`config.mk`:
```
export PLATFORM = sky130hd
export DESIGN_NAME = iomem_arbiter
export DESIGN_NICKNAME = d
export VERILOG_FILES = /design/src/rtl/iomem_arb_pkg.sv /design/src/rtl/iomem_arbiter.sv
export SDC_FILE = /design/constraint.sdc
export NUM_CORES = 1
export LEC_CHECK = 0
export CAP_MARGIN = 20
export CORE_AREA = 2 2 120 122
export DETAILED_ROUTE_END_ITERATION = 7
export DIE_AREA = 0 0 122 124
export HOLD_SLACK_MARGIN = 0.05
export PLACE_DENSITY_LB_ADDON = 0.2
export SYNTH_ARGS = -nofsm -noshare
export SYNTH_HDL_FRONTEND = slang
export SYNTH_SLANG_ARGS = --single-unit
```
`constraint.sdc`:
```
create_clock -name clk -period 5.4 [get_ports clk]
set_clock_uncertainty 0.05 [all_clocks]
set_input_delay 0.54 -clock clk [delete_from_list [all_inputs] [get_ports clk]]
set_output_delay 0.54 -clock clk [all_outputs]
set_load 0.03 [all_outputs]
```
`src/rtl/iomem_arb_pkg.sv`:
```
// Shared definitions for the iomem arbiter: FSM state encoding, master index
// constants and the default read data returned on a timed-out transfer.
package iomem_arb_pkg;

  typedef enum logic [1:0] {
    StIdle  = 2'd0,
    StBusy0 = 2'd1,
    StBusy1 = 2'd2
  } arb_state_e;

  localparam logic MstM0 = 1'b0;
  localparam logic MstM1 = 1'b1;

  localparam logic [31:0] TimeoutRdataDefault = 32'hFFFF_FFFF;

endpackage

```
`src/rtl/iomem_arbiter.sv`:
```
// Round-robin arbiter sharing the SoC iomem peripheral port between two
// masters, with a per-transaction timeout so a hung slave cannot stall a master.
//
// Ports:
//   clk, resetn                 clock, synchronous active-low reset
//   m{0,1}_valid/wstrb/addr/wdata  master requests (wstrb == 0 means read)
//   m{0,1}_ready/rdata          master completion and read data
//   s_valid/wstrb/addr/wdata    request forwarded to the slave
//   s_ready/rdata               slave completion and read data
//   timeout_irq                 one-cycle pulse when a transfer is forced done
module iomem_arbiter
  import iomem_arb_pkg::*;
#(
  parameter int unsigned TIMEOUT_CYCLES = 255,
  parameter int unsigned TIMEOUT_W      = 8,
  parameter logic [31:0] TIMEOUT_RDATA  = TimeoutRdataDefault
) (
  input  logic        clk,
  input  logic        resetn,
  input  logic        m0_valid,
  output logic        m0_ready,
  input  logic [3:0]  m0_wstrb,
  input  logic [31:0] m0_addr,
  input  logic [31:0] m0_wdata,
  output logic [31:0] m0_rdata,
  input  logic        m1_valid,
  output logic        m1_ready,
  input  logic [3:0]  m1_wstrb,
  input  logic [31:0] m1_addr,
  input  logic [31:0] m1_wdata,
  output logic [31:0] m1_rdata,
  output logic        s_valid,
  input  logic        s_ready,
  output logic [3:0]  s_wstrb,
  output logic [31:0] s_addr,
  output logic [31:0] s_wdata,
  input  logic [31:0] s_rdata,
  output logic        timeout_irq
);

  localparam logic [TIMEOUT_W-1:0] CntLast = TIMEOUT_W'(TIMEOUT_CYCLES - 1);

  arb_state_e           state_q, state_d;
  logic                 last_grant_q, last_grant_d;
  logic [TIMEOUT_W-1:0] cnt_q, cnt_d;

  logic        sel_m1;
  logic        cur_valid;
  logic        timed_out;
  logic        done;
  logic [31:0] cur_rdata;

  always_ff @(posedge clk) begin
    if (!resetn) begin
      state_q      <= StIdle;
      last_grant_q <= MstM1;  // so m0 wins the first tie
      cnt_q        <= '0;
    end else begin
      state_q      <= state_d;
      last_grant_q <= last_grant_d;
      cnt_q        <= cnt_d;
    end
  end

  always_comb begin
    state_d      = state_q;
    last_grant_d = last_grant_q;
    cnt_d        = cnt_q;
    s_valid      = 1'b0;
    s_wstrb      = '0;
    s_addr       = '0;
    s_wdata      = '0;
    m0_ready     = 1'b0;
    m1_ready     = 1'b0;
    m0_rdata     = '0;
    m1_rdata     = '0;
    timeout_irq  = 1'b0;
    sel_m1       = 1'b0;
    cur_valid    = 1'b0;
    timed_out    = 1'b0;
    done         = 1'b0;
    cur_rdata    = '0;

    unique case (state_q)
      StIdle: begin
        if (m0_valid && (!m1_valid || last_grant_q == MstM1)) begin
          state_d      = StBusy0;
          last_grant_d = MstM0;
          cnt_d        = '0;
        end else if (m1_valid) begin
          state_d      = StBusy1;
          last_grant_d = MstM1;
          cnt_d        = '0;
        end
      end

      StBusy0, StBusy1: begin
        sel_m1    = (state_q == StBusy1);
        cur_valid = sel_m1 ? m1_valid : m0_valid;
        s_wstrb   = sel_m1 ? m1_wstrb : m0_wstrb;
        s_addr    = sel_m1 ? m1_addr  : m0_addr;
        s_wdata   = sel_m1 ? m1_wdata : m0_wdata;

        // A real s_ready in the last allowed cycle beats the timeout.
        timed_out   = cur_valid && !s_ready && (cnt_q == CntLast);
        done        = cur_valid && (s_ready || timed_out);
        s_valid     = cur_valid && !timed_out;
        timeout_irq = timed_out;
        cur_rdata   = timed_out ? TIMEOUT_RDATA : s_rdata;

        if (sel_m1) begin
          m1_ready = done;
          m1_rdata = cur_rdata;
        end else begin
          m0_ready = done;
          m0_rdata = cur_rdata;
        end

        // Master dropping valid mid-transfer aborts silently.
        if (!cur_valid || done) begin
          state_d = StIdle;
        end else begin
          cnt_d = cnt_q + 1'b1;
        end
      end

      default: state_d = StIdle;
    endcase
  end

endmodule

```
==> results.json <==
{
  "ys_warn_count": 0,
  "ys_types": 33,
  "drt_wl_total_um": 13800,
  "path_class": "input port to output port",
  "end_kind": "output port",
  "first_pass_iters": 4,
  "synthAdderAreaFrac": 0.0205,
  "switching_share": 0.462,
  "synth_top_area_share": 0.283,
  "start_util": 0.178,
  "cts_tree": "yes",
  "synthCells": 322,
  "setup_viol": 0,
  "min-delay-path-class": "flop to flop",
  "synthSimpleGateAreaFrac": 0.267,
  "io_buffers": 308,
  "cp-start-kind": "input port",
  "seq_power_share": 0.070,
  "nets": 786,
  "routedWlPerCell_um": 17.4,
  "cts-resized-gates": 0,
  "cts_buffers": 3,
  "synth_async_sr_flop_share": 0,
  "cp.required_ps": 4810,
  "grt_overflow": 0,
  "netlist_top_cells_area": "mux2i_1, o21a_1, nor2b_1, dfxtp_1, buf_2",
  "io-pin-count": 309,
  "synth_top_cells_by_count": "nor2b_1, mux2i_1, o21a_1, clkbuf_1, buf_2",
  "timing.hold.ws_ps": 453,
  "clk_pin_slew_worst_paths_ps": 40,
  "synth-edff-count": 0,
  "netlist_area_um2": 2440,
  "rsz0062_at_grt": "no",
  "clockRootBuffer": "clkbuf_16",
  "grt_first_pass_wirelength_um": 18700,
  "fmax_mhz": 279,
  "die_w_um": 122,
  "yosysMostFrequentCell": "nor2b_1",
  "hold_viol_final": 0,
  "r2r_cells": 7,
  "drc_errors": 0,
  "syn-mean-instance-area_um2": 7.58,
  "synth_top_family_by_area": "multiplexers",
  "row_count": 43,
  "cp_max_fo": 68,
  "worst_pin_slew_ps": 717,
  "fin_tns_setup_ps": 0,
  "synth_seq_cells": 11,
  "grt_pass1_vias": 3203,
  "combPwrFrac": 0.822,
  "place_congestion": 0.834,
  "powerDensity_nw_per_um2": 217,
  "coreArea_um2": 13700,
  "grt_use_total": 0.159,
  "syn2layout_area_growth_pct": 137,
  "synth_xor_area_frac": 0,
  "power_leakage_nw": 1.99,
  "post-cts-setup-buffer-count": 0,
  "vias": 3428,
  "synth_nets": 499,
  "power_switching_uw": 581,
  "post-route-period-util": 0.664,
  "die_h_um": 124,
  "peakVddDrop_mv": 0.155,
  "cp_data_arrival_time_ps": 3000,
  "hpwl_um": 11400,
  "grt_max_degree": 75,
  "clock_power_share": 0.108,
  "hold_depth": 1,
  "drtIter0Drc": 76,
  "dp_cells": 783,
  "status": "complete, no violations",
  "synth_compound_area_frac": 0.261,
  "antenna_found_initial": 1,
  "period_minus_slack_ps": 3590,
  "drv_slew": 0,
  "fill_cells": 1370,
  "instances_no_fill": 789,
  "ys.flop_type": "dfxtp_1",
  "cts.sinks": 11,
  "ys_seq_area_frac": 0.0902,
  "ant_nets": 0,
  "cts_hold_buf": 0,
  "netlist.top_cell.by_area": "mux2i_1",
  "routed_via_density": 4.34,
  "drv_cap": 0,
  "htree_num_levels": 1,
  "clock_latency_ps": 240,
  "clockBufferDepth": 2,
  "slew_headroom": 0.518,
  "drive_gt1_frac": 0.0263,
  "die_area_um2": 15100,
  "synth_mux_area_frac": 0.288,
  "power.internal_uw": 675
}
==> layout make-up <==
type / count / area (um^2) / share of cell area
Timing Repair Buffer: 314 / 3170 / 0.548
Multi-Input combinational cell: 272 / 2060 / 0.356
Tap cell: 180 / 225 / 0.0390
Sequential cell: 11 / 220 / 0.0381
Clock buffer: 4 / 78.8 / 0.0136
Inverter: 7 / 26.3 / 0.00455
Antenna cell: 1 / 2.50 / 0.000433
==> flip-flops by register name, summed over array words and instances, names as in the netlist <==
register	count
cnt_q	8
state_q	2
last_grant_q	1
==> layer usage <==
metal	GRT usage	wire length (um)	share of wire
met5	0	0	0
met4	0.0316	257	0.019
met3	0.0362	1030	0.075
met2	0.308	7510	0.55
met1	0.176	4960	0.36
==> logic make-up (layout without fill, tap and decap cells) <==
| kind of cell | count (synthesis) | after routing |
|---|---|---|
| other | 0 | 1 |
| DFF | 11 | 11 |
| AOI/OAI and AO/OA | 88 | 88 |
| buffers and inverters | 39 | 325 |
| and+or+nand+nor | 110 | 110 |
| muxes | 70 | 70 |
| adders and majority gates | 4 | 4 |
==> power groups by stage <==
| stage | Sequential [mW] | Combinational [mW] | Clock, mW |
|---|---|---|---|
| finish | 0.0881 | 1.03 | 0.136 |
| global route | 0.0885 | 1.09 | 0.142 |
| CTS | 0.0881 | 1.04 | 0.139 |
| detailed placement | 0.0895 | 1.04 | 0 |
| global placement | 0.0893 | 1.02 | 0 |
| floorplan | 0.0885 | 0.568 | 0 |
==> critical path, cell delays in order <==
cell	delay, ps
clkdlybuf4s50_1	600
mux2i_1	190
nor3_4	180
buf_4	560
o21a_1	250
clkdlybuf4s50_1	670
==> worst paths after layout <==
check                                 from          to  slack, ps
worst max register to register  state_q[1]    cnt_q[4]       2720
worst min register to register  state_q[0]  state_q[0]        450
worst min-delay path            state_q[0]  state_q[0]        450
worst max-delay path              m0_valid    m0_ready       1810
==> stage by stage <==
stage | setup WS, ps | util | area [um^2] | power [mW]
finish | 1810 | 0.421 | 5780 | 1.26
detailed placement | 1820 | 0.414 | 5680 | 1.13
global route | 1670 | 0.421 | 5780 | 1.32
floorplan | 3040 | - | 2440 | 0.656
CTS | 1810 | 0.420 | 5760 | 1.27
global placement | 1860 | 0.411 | 5640 | 1.11
==> layout by cell type (no fill, tap or decap), types with 4 or more instances in the layout <==
| master | n |
|---|---|
| dfxtp_1 | 11 |
| o21ai_0 | 4 |
| nand3_1 | 10 |
| o21a_1 | 67 |
| nand2_1 | 8 |
| a31oi_1 | 4 |
| a21oi_1 | 6 |
| nor2_1 | 5 |
| clkdlybuf4s50_1 | 308 |
| nor2b_1 | 69 |
| mux2i_1 | 69 |
| and2_1 | 4 |
| inv_1 | 7 |
No activity file was read; power rests on OpenSTA's default activity.
